File: src/rtl/dmem_arbiter_pkg.sv
// Shared types and constants for the data-memory arbiter.
// DATA_WID normally comes from the common codebase header; a 32-bit fallback is provided.
`ifndef DATA_WID
`define DATA_WID 32
`endif

package dmem_arbiter_pkg;

  localparam int DEF_MEM_DEPTH = 11;
  localparam int DEF_MAX_WAIT  = 4;

  typedef enum logic [1:0] {
    IDLE   = 2'd0,
    ACCESS = 2'd1,
    RESP   = 2'd2
  } state_e;

  typedef enum logic {
    PORT_C = 1'b0,
    PORT_D = 1'b1
  } port_e;

  function automatic port_e other_port(input port_e p);
    return (p == PORT_C) ? PORT_D : PORT_C;
  endfunction

endpackage

File: src/rtl/dmem_arbiter_pick.sv
// Combinational winner selection between requesters C and D.
// DMEM_ARB_ROUND_ROBIN_EN selects strict alternation; otherwise C has priority with a D starvation limit.
module dmem_arb_pick
  import dmem_arbiter_pkg::*;
#(
  parameter int MAX_WAIT = DEF_MAX_WAIT,
  parameter int WCNT_W   = 3
) (
  input  logic              c_req,
  input  logic              d_req,
  input  logic [WCNT_W-1:0] wait_cnt,
  input  port_e             rr_ptr,
  output logic              any_req,
  output port_e             winner,
  output logic              d_lost
);

  assign any_req = c_req | d_req;

`ifdef DMEM_ARB_ROUND_ROBIN_EN
  logic [WCNT_W-1:0] unused_wait_cnt;
  assign unused_wait_cnt = wait_cnt;

  always_comb begin
    winner = PORT_C;
    d_lost = 1'b0;
    if (c_req && d_req) begin
      winner = rr_ptr;
    end else if (d_req) begin
      winner = PORT_D;
    end
  end
`else
  port_e unused_rr_ptr;
  assign unused_rr_ptr = rr_ptr;

  always_comb begin
    winner = PORT_C;
    d_lost = 1'b0;
    if (c_req && d_req) begin
      // D has lost MAX_WAIT contentions in a row: it takes this one.
      if (wait_cnt == WCNT_W'(MAX_WAIT)) begin
        winner = PORT_D;
      end else begin
        d_lost = 1'b1;
      end
    end else if (d_req) begin
      winner = PORT_D;
    end
  end
`endif

endmodule

File: src/rtl/dmem_arbiter.sv
// Shares the single-port data memory between the CPU memory stage (C) and the debug port (D).
// IDLE -> ACCESS -> RESP per transaction; policy in dmem_arb_pick (DMEM_ARB_ROUND_ROBIN_EN).
module dmem_arbiter
  import dmem_arbiter_pkg::*;
#(
  parameter int DATA_WID  = `DATA_WID,
  parameter int MEM_DEPTH = DEF_MEM_DEPTH,
  parameter int MAX_WAIT  = DEF_MAX_WAIT
) (
  input  logic                clk,
  input  logic                rst_n,
  input  logic                c_req,
  input  logic                c_we,
  input  logic [DATA_WID-1:0] c_addr,
  input  logic [DATA_WID-1:0] c_wdata,
  output logic                c_gnt,
  output logic                c_rvalid,
  output logic [DATA_WID-1:0] c_rdata,
  output logic                c_err,
  input  logic                d_req,
  input  logic                d_we,
  input  logic [DATA_WID-1:0] d_addr,
  input  logic [DATA_WID-1:0] d_wdata,
  output logic                d_gnt,
  output logic                d_rvalid,
  output logic [DATA_WID-1:0] d_rdata,
  output logic                d_err,
  output logic [DATA_WID-1:0] mem_addr,
  output logic [DATA_WID-1:0] mem_write_data,
  output logic                mem_write_flag,
  output logic                mem_read_flag,
  input  logic [DATA_WID-1:0] mem_valM,
  input  logic                mem_dmem_error,
  output state_e              dbg_state
);

  // Handshake: a requester holds req/we/addr/wdata until its one-cycle gnt;
  // exactly one rvalid pulse to the same port follows one cycle after gnt.

  localparam int                  WCNT_W  = $clog2(MAX_WAIT + 1);
  localparam logic [DATA_WID-1:0] DEPTH_W = DATA_WID'(MEM_DEPTH);

  state_e              state_q, state_d;
  port_e               win_q, rr_q, pick_win;
  logic                we_q;
  logic [WCNT_W-1:0]   wait_q;
  logic                any_req, d_lost;
  logic                sel_we, sel_in_range, acc_err;
  logic [DATA_WID-1:0] sel_addr, sel_wdata, acc_rdata;

  dmem_arb_pick #(
    .MAX_WAIT (MAX_WAIT),
    .WCNT_W   (WCNT_W)
  ) u_pick (
    .c_req    (c_req),
    .d_req    (d_req),
    .wait_cnt (wait_q),
    .rr_ptr   (rr_q),
    .any_req  (any_req),
    .winner   (pick_win),
    .d_lost   (d_lost)
  );

  assign sel_we       = (pick_win == PORT_D) ? d_we    : c_we;
  assign sel_addr     = (pick_win == PORT_D) ? d_addr  : c_addr;
  assign sel_wdata    = (pick_win == PORT_D) ? d_wdata : c_wdata;
  assign sel_in_range = (sel_addr < DEPTH_W);

  // mem_addr holds the latched address throughout ACCESS; memory data is sampled only here.
  assign acc_err   = (mem_addr >= DEPTH_W) | mem_dmem_error;
  assign acc_rdata = (we_q || acc_err) ? '0 : mem_valM;
  assign dbg_state = state_q;

  always_comb begin
    state_d = state_q;
    case (state_q)
      IDLE:    if (any_req) state_d = ACCESS;
      ACCESS:  state_d = RESP;
      RESP:    state_d = IDLE;
      default: state_d = IDLE;
    endcase
  end

  always_ff @(posedge clk or negedge rst_n) begin
    if (!rst_n) state_q <= IDLE;
    else        state_q <= state_d;
  end

  always_ff @(posedge clk or negedge rst_n) begin
    if (!rst_n) begin
      win_q          <= PORT_C;
      rr_q           <= PORT_C;
      we_q           <= 1'b0;
      wait_q         <= '0;
      mem_addr       <= '0;
      mem_write_data <= '0;
      mem_write_flag <= 1'b0;
      mem_read_flag  <= 1'b0;
      c_gnt          <= 1'b0;
      d_gnt          <= 1'b0;
      c_rvalid       <= 1'b0;
      d_rvalid       <= 1'b0;
      c_rdata        <= '0;
      d_rdata        <= '0;
      c_err          <= 1'b0;
      d_err          <= 1'b0;
    end else begin
      c_gnt          <= 1'b0;
      d_gnt          <= 1'b0;
      mem_write_flag <= 1'b0;
      mem_read_flag  <= 1'b0;
      c_rvalid       <= 1'b0;
      d_rvalid       <= 1'b0;
      c_rdata        <= '0;
      d_rdata        <= '0;
      c_err          <= 1'b0;
      d_err          <= 1'b0;
      case (state_q)
        IDLE: begin
          if (any_req) begin
            win_q          <= pick_win;
            we_q           <= sel_we;
            mem_addr       <= sel_addr;
            mem_write_data <= sel_wdata;
            c_gnt          <= (pick_win == PORT_C);
            d_gnt          <= (pick_win == PORT_D);
            // Out-of-range accesses never reach the memory.
            mem_write_flag <= sel_we && sel_in_range;
            mem_read_flag  <= !sel_we && sel_in_range;
            rr_q           <= other_port(pick_win);
            if (pick_win == PORT_D) begin
              wait_q <= '0;
            end else if (d_lost && (wait_q != WCNT_W'(MAX_WAIT))) begin
              wait_q <= wait_q + WCNT_W'(1);
            end
          end
        end
        ACCESS: begin
          if (win_q == PORT_C) begin
            c_rvalid <= 1'b1;
            c_rdata  <= acc_rdata;
            c_err    <= acc_err;
          end else begin
            d_rvalid <= 1'b1;
            d_rdata  <= acc_rdata;
            d_err    <= acc_err;
          end
        end
        default: ;
      endcase
    end
  end

endmodule

File: config.mk
export PLATFORM = sky130hd
export DESIGN_NAME = dmem_arbiter
export DESIGN_NICKNAME = d
export VERILOG_FILES = /design/src/rtl/dmem_arbiter_pkg.sv /design/src/rtl/dmem_arbiter_pick.sv /design/src/rtl/dmem_arbiter.sv
export SDC_FILE = /design/constraint.sdc
export NUM_CORES = 1
export LEC_CHECK = 0
export CAP_MARGIN = 40
export CORE_MARGIN = 5
export CORE_UTILIZATION = 36
export CTS_CLUSTER_SIZE = 20
export DETAILED_ROUTE_END_ITERATION = 16
export GPL_TIMING_DRIVEN = 0
export PLACE_DENSITY = 0.88
export SYNTH_ARGS = -nofsm -noshare
export SYNTH_HDL_FRONTEND = slang
export SYNTH_SLANG_ARGS = --single-unit
File: constraint.sdc
create_clock -name clk -period 1.86 [get_ports clk]
set_clock_uncertainty 0.15 [all_clocks]
set_input_delay 0.372 -clock clk [delete_from_list [all_inputs] [get_ports clk]]
set_output_delay 0.372 -clock clk [all_outputs]
set_load 0.005 [all_outputs]
==> results of run 1 <==
[flip-flops by register name, summed over array words and instances, names as in the netlist]
name / cells
c_rvalid: 1
d_err: 1
mem_read_flag: 1
d_rvalid: 1
d_gnt: 1
c_rdata: 32
mem_write_data: 32
c_err: 1
we_q: 1
d_rdata: 32
c_gnt: 1
mem_addr: 32
dbg_state: 2
mem_write_flag: 1
win_q: 1
wait_q: 3
[synth_stat cells]
library cell  number  share of area
o21ai_0           16          0.014
and3_1             2         0.0021
ha_1               2         0.0042
o21ai_1           50          0.042
nand4_2            1         0.0021
and2_1             1         0.0011
nor2_1            68          0.043
a22o_1             2         0.0030
buf_2              9         0.0076
nor4_1            20          0.021
nor2b_1            4         0.0042
a22oi_1            1         0.0013
nand2_1           71          0.045
mux2_2             1         0.0019
nand2_2            1         0.0011
buf_12             5          0.017
a21bo_2            1         0.0017
o211ai_1           2         0.0025
nand2b_1          32          0.034
a21o_1             2         0.0025
a21oi_1            1        0.00084
mux2i_1           65           0.11
buf_4              2         0.0025
dfrtp_1          143           0.60
nor3b_1            1         0.0013
and4_1             2         0.0030
nor3_1             2         0.0017
a2bb2oi_1          1         0.0015
o22a_1             1         0.0015
clkbuf_1          14         0.0089
o21ai_2            1         0.0015
inv_1              7         0.0044
nand3_1            3         0.0025
nand4_1            3         0.0032
buf_8              1         0.0025
[layout make-up]
type	instances	area [µm²]
sequential	143	3580
clock buffer	18	429
buffer	30	262
timing repair buffer	332	3440
inverter	7	26.3
tap	220	275
clock inverter	14	184
fill	1256	5860
multi-input combinational	357	2300
[worst max-delay path: stages (launching register included)]
cell     delay [ns]
dfrtp_1        0.37
inv_2          0.06
ha_4           0.16
a21bo_4        0.22
nand2_4        0.07
buf_12         0.10
buf_12         0.15
buf_12         0.15
mux2i_1        0.26
o21ai_1        0.09
[cells by family (layout without fill, tap and decap cells)]
| logic type | Yosys count | count (layout) |
|---|---|---|
| buffers and inverters | 38 | 401 |
| adder cells (fa/ha/maj) | 2 | 2 |
| AO/OA/AOI/OAI | 78 | 78 |
| flip-flops | 143 | 143 |
| AND/OR/NAND/NOR | 211 | 211 |
| multiplexers | 66 | 66 |
[stage by stage]
stage / area [µm²] / setup TNS (ns) / setup slack (ns) / std cells / hold WS (ns)
6_report: 10500 / -0.258 / -0.0473 / 1121 / 0.257
5_1_grt: 10500 / -4.34 / -0.117 / 1121 / 0.284
4_1_cts: 10200 / -0.222 / -0.0369 / 1111 / 0.237
3_5_place_dp: 9260 / -50.40 / -0.660 / 1062 / 0.261
3_3_place_gp: 9230 / -793.54 / -5.24 / 1061 / 0.313
2_1_floorplan: 5920 / 0 / 0.114 / 538 / -0.0736
[worst min-delay path by stage]
stage	end	depth (start not counted)	from	slack (ns)
4_1_cts	c_gnt$_DFF_PN0_	4	d_req	0.24
5_1_grt	d_gnt$_DFF_PN0_	3	d_req	0.28
6_report	c_gnt$_DFF_PN0_	4	d_req	0.26
3_5_place_dp	d_rdata[5]$_DFF_PN0_	1	rst_n	0.26
2_1_floorplan	c_err$_DFF_PN0_	0	rst_n	-0.07
3_3_place_gp	mem_write_data[23]$_DFFE_PN0P_	2	mem_write_data[23]$_DFFE_PN0P_	0.31
[power by group]
part / switching, mW / internal (mW)
logic: 2.33 / 2.68
registers: 0.594 / 3.92
clock network: 1.39 / 2.14
total: 4.32 / 8.74
[layer usage]
layer,vias to the layer above,global-route usage,part of all wire,wire length (µm)
met2,258,0.386,0.53,11500
met1,2699,0.260,0.38,8260
met5,-,0,0,0
met3,33,0.0463,0.063,1360
li1,2538,-,-,-
met4,0,0.0707,0.021,445
[repair_timing]
item                       in CTS  in global routing
hold buffers                    1                  0
gates cloned                    3                  4
hold endpoints to repair       64                  0
setup endpoints to repair     143                141
buffers inserted               14                  7
pin swaps                       7                  2
resized for setup              52                 49
==> impl_metrics.env, run 1 <==
export IMPL_outcome="finished with violations"
export IMPL_violations="setup timing"
export IMPL_worstPathMaxFanout=7
export IMPL_grt_first_pass_wirelength_um=32500
export IMPL_synthAdderAreaFrac=0.00422
export IMPL_htree_levels=4
export IMPL_synth_top_family_by_area="simple AND/OR/NAND/NOR gates"
export IMPL_num_vias=5528
export IMPL_drt_initial_drc_count=222
export IMPL_synth_xor_area_share=0
export IMPL_finalHoldViolations=0
export IMPL_layout_drive_gt1_share=0.125
export IMPL_cp_required_ns=1.99
export IMPL_totalWireLength_um=21600
export IMPL_grt_pass1_vias=5676
export IMPL_syn_num_nets=707
export IMPL_final_cell_mix="clkdlybuf4s50_1 (267), dfrtp_1 (143), nand2_1 (71)"
export IMPL_yosysWarnings=0
export IMPL_port_buffer_count=303
export IMPL_avgSynthCellArea_um2=11.0
export IMPL_synth_seq_cells=143
export IMPL_timing_fmax_mhz=524
export IMPL_syn_to_final_growth_pct=77.1
export IMPL_power_density_nw_per_um2=1240
export IMPL_place_congestion=0.865
export IMPL_die_h_um=138
export IMPL_grt_max_degree=80
export IMPL_clk_path_buf_depth=2
export IMPL_setup_ws_ns=-0.0473
export IMPL_period_share=1.03
export IMPL_synth_cell_types=35
export IMPL_vdd_drop_max_uv=755
export IMPL_criticalPathCategory="reg2reg"
export IMPL_synth_simple_area_share=0.165
export IMPL_track_usage=0.216
export IMPL_cts_tree="yes"
export IMPL_finalSetupViolCount=13
export IMPL_drc=0
export IMPL_slew_limit_headroom=0.582
export IMPL_start_kind="flop"
export IMPL_regToRegSetupSlack_ns=-0.05
export IMPL_die_w_um=138
export IMPL_viasPerCell=4.93
export IMPL_worst_setup_path_end_kind="flop"
export IMPL_nets=1057
export IMPL_cts_root_buf="clkbuf_16"
export IMPL_max_cap_viol_count=0
export IMPL_fin_crit_ns=1.91
export IMPL_fp_dieArea_um2=19100
export IMPL_grt_overflow_total=0
export IMPL_rr_worst_depth=9
export IMPL_maxSlewViolCount=0
export IMPL_synth_area_um2=5920
export IMPL_hp_class="in2reg"
export IMPL_post_dp_hpwl_um=16000
export IMPL_start_util=0.362
export IMPL_io_pins=305
export IMPL_total_power_mw=13.1
export IMPL_dr_pass1_iters=5
export IMPL_worst_pin_slew_ns=0.627
export IMPL_clk_pin_slew_ns=0.06
export IMPL_cts_sinks=143
export IMPL_cellLeakagePower_nw=4.99
export IMPL_synth_seq_area_share=0.604
export IMPL_worstPathArrival_ns=2.04
export IMPL_num_rows=47
export IMPL_worst_skew_pair_late_latency_ns=0.41
export IMPL_reg2reg_to="mem_addr[23]$_DFFE_PN0P_"
export IMPL_layout_commonest_cell="clkdlybuf4s50_1"
export IMPL_crit_start="wait_q[1]$_DFFE_PN0P_"
export IMPL_cts_made_buffers=17
export IMPL_ant_nets=0
export IMPL_wire_per_inst_um=19.2
export IMPL_antenna_cells=0
export IMPL_r2r_start="wait_q[1]$_DFFE_PN0P_"
export IMPL_critPathCapture="mem_addr[23]$_DFFE_PN0P_"
export IMPL_antenna_found_initial=1
export IMPL_utilization=0.642
export IMPL_synthMuxAreaShare=0.112
export IMPL_coreArea_um2=16300
export IMPL_synth_compound_area_frac=0.0720
export IMPL_netlist_instances=538
export IMPL_rsz0062_at_grt="true"
Power figures use the tool's default switching activity.
==> run 2: changes to the inputs <==
--- a/config.mk
+++ b/config.mk
@@ -5,6 +5,7 @@
 export SDC_FILE = /design/constraint.sdc
 export NUM_CORES = 1
 export LEC_CHECK = 0
+export ABC_CLOCK_PERIOD_IN_PS = 1860
 export CAP_MARGIN = 40
 export CORE_MARGIN = 5
 export CORE_UTILIZATION = 36
==> results of run 2 <==
No change in the layout: final DEF, timing and power equal those of run 1.
==> run 3: changes to the inputs <==
--- a/config.mk
+++ b/config.mk
@@ -12,7 +12,7 @@
 export CTS_CLUSTER_SIZE = 20
 export DETAILED_ROUTE_END_ITERATION = 16
 export GPL_TIMING_DRIVEN = 0
-export PLACE_DENSITY = 0.88
+export PLACE_DENSITY = 0.84
 export SYNTH_ARGS = -nofsm -noshare
 export SYNTH_HDL_FRONTEND = slang
 export SYNTH_SLANG_ARGS = --single-unit
==> impl_metrics.env, run 3 (synthesized netlist as in run 1, its figures left out) <==
export IMPL_timing_fmax_mhz=544
export IMPL_worst_skew_pair_late_latency_ns=0.41
export IMPL_port_buffer_count=303
export IMPL_placed_area_um2=9260
export IMPL_cts_root_buf="clkbuf_16"
export IMPL_layout_drive_gt1_share=0.137
export IMPL_num_vias=5433
export IMPL_cts_sinks=143
export IMPL_dr_pass1_iters=6
export IMPL_rsz0062_at_grt="true"
export IMPL_vdd_drop_max_uv=692
export IMPL_maxSlewViolCount=0
export IMPL_period_share=0.989
export IMPL_finalSetupViolCount=0
export IMPL_cp_required_ns=1.98
export IMPL_utilization=0.639
export IMPL_finalInstanceArea_um2=10500
export IMPL_power_density_nw_per_um2=1210
export IMPL_track_usage=0.213
export IMPL_worst_pin_slew_ns=0.483
export IMPL_die_w_um=138
export IMPL_worstPathMaxFanout=6
export IMPL_max_cap_viol_count=0
export IMPL_grt_overflow_total=0
export IMPL_fp_dieArea_um2=19100
export IMPL_grt_pass1_vias=5559
export IMPL_path_delay_family="flip-flops"
export IMPL_outcome="finished clean"
export IMPL_cts_made_buffers=17
export IMPL_io_pins=305
export IMPL_hp_class="in2reg"
export IMPL_antenna_found_initial=0
export IMPL_post_dp_hpwl_um=16100
export IMPL_grt_first_pass_wirelength_um=32000
export IMPL_path_buf_inv=3
export IMPL_worst_setup_path_end_kind="flop"
export IMPL_slew_limit_headroom=0.678
export IMPL_nets=1058
export IMPL_finalHoldViolations=0
export IMPL_syn_to_final_growth_pct=76.4
export IMPL_drt_initial_drc_count=171
export IMPL_crit_path_top_delay_cell="dfrtp_1"
export IMPL_holdWs_ns=0.229
export IMPL_clk_pin_slew_ns=0.06
export IMPL_cts_tree="yes"
export IMPL_htree_levels=4
export IMPL_grt_max_degree=97
export IMPL_layout_commonest_cell="clkdlybuf4s50_1"
export IMPL_drc=0
export IMPL_coreArea_um2=16300
export IMPL_cellLeakagePower_nw=4.92
export IMPL_start_kind="flop"
export IMPL_num_rows=47
export IMPL_wire_per_inst_um=18.9
export IMPL_totalWireLength_um=21200
export IMPL_cpPeakStageDelay_ns=0.38
export IMPL_place_congestion=0.877
export IMPL_worstPathArrival_ns=1.96
export IMPL_fin_crit_ns=1.84
export IMPL_criticalPathCategory="reg2reg"
export IMPL_path_cells="inv_2, ha_4, a21bo_4, nand2_8, buf_12, buf_16, mux2i_4, o21ai_1"
export IMPL_ant_nets=0
export IMPL_viasPerCell=4.84
export IMPL_final_cell_mix="clkdlybuf4s50_1 (268), dfrtp_1 (143), nand2_1 (71)"
export IMPL_die_h_um=138
export IMPL_antenna_cells=0
export IMPL_start_util=0.362
export IMPL_clk_path_buf_depth=2
export IMPL_tns_ns=0
-- run 3: final timing paths --
path	slack, ns	cells after the start	startpoint	end
setup / recovery	0.02	8	wait_q[0]$_DFFE_PN0P_	mem_addr[30]$_DFFE_PN0P_
hold / removal	0.23	3	d_req	d_gnt$_DFF_PN0_
setup reg to reg	0.02	8	wait_q[0]$_DFFE_PN0P_	mem_addr[30]$_DFFE_PN0P_
hold reg to reg	0.33	2	mem_write_data[30]$_DFFE_PN0P_	mem_write_data[30]$_DFFE_PN0P_
max in group asynchronous	0.40	3	rst_n	win_q$_DFFE_PN0P_
min in group asynchronous	0.32	2	rst_n	d_rdata[10]$_DFF_PN0_
-- run 3: metal layers --
| metal | GRT usage | vias to the layer above | part of all wire |
|---|---|---|---|
| li1 | - | 2538 | - |
| met1 | 0.261 | 2653 | 0.40 |
| met2 | 0.375 | 216 | 0.53 |
| met3 | 0.0494 | 26 | 0.056 |
| met4 | 0.0608 | 0 | 0.018 |
| met5 | 0 | - | 0 |
-- run 3: where the power goes --
part           total, mW  leakage (nW)  switching [mW]  internal (mW)
Clock               3.22         0.264            1.44           1.79
Sequential          4.49          1.88           0.571           3.92
Combinational       4.96          2.78            2.29           2.66
Total               12.7          4.92            4.30           8.37
-- run 3: timing repair --
item                                   4_1_cts  5_1_grt
gates cloned                                 2        2
endpoints found under the hold margin       47        0
resized for setup                           62       56
hold buffers                                 1        0
pin swaps                                    4        3
setup endpoints to repair                  132      136
setup buffers                               17        8
-- run 3: layout make-up --
| class | count | area (µm²) |
|---|---|---|
| clock inverters | 14 | 123 |
| flip-flops and latches | 143 | 3580 |
| multi-input cells | 357 | 2340 |
| well taps | 220 | 275 |
| fillers | 1319 | 5900 |
| plain buffers | 30 | 254 |
| repair buffers | 333 | 3410 |
| inverters | 7 | 26.3 |
| clock buffers | 18 | 439 |
-- run 3: per-stage QoR --
step                setup WS (ns)  total power [mW]  instances
global placement            -5.33              8.97       1061
detailed placement         -0.539              9.12       1062
finish                     0.0213              12.7       1122
global route              -0.0548              13.4       1122
floorplan                   0.114              6.33        538
CTS                       -0.0215              12.6       1113
-- run 3: tightest hold or removal path: cells and delay by family --
| kind | cells | cell delay [ns] |
|---|---|---|
| buffers and inverters | 2 | 0.22 |
| AND/OR/NAND/NOR | 1 | 0.14 |
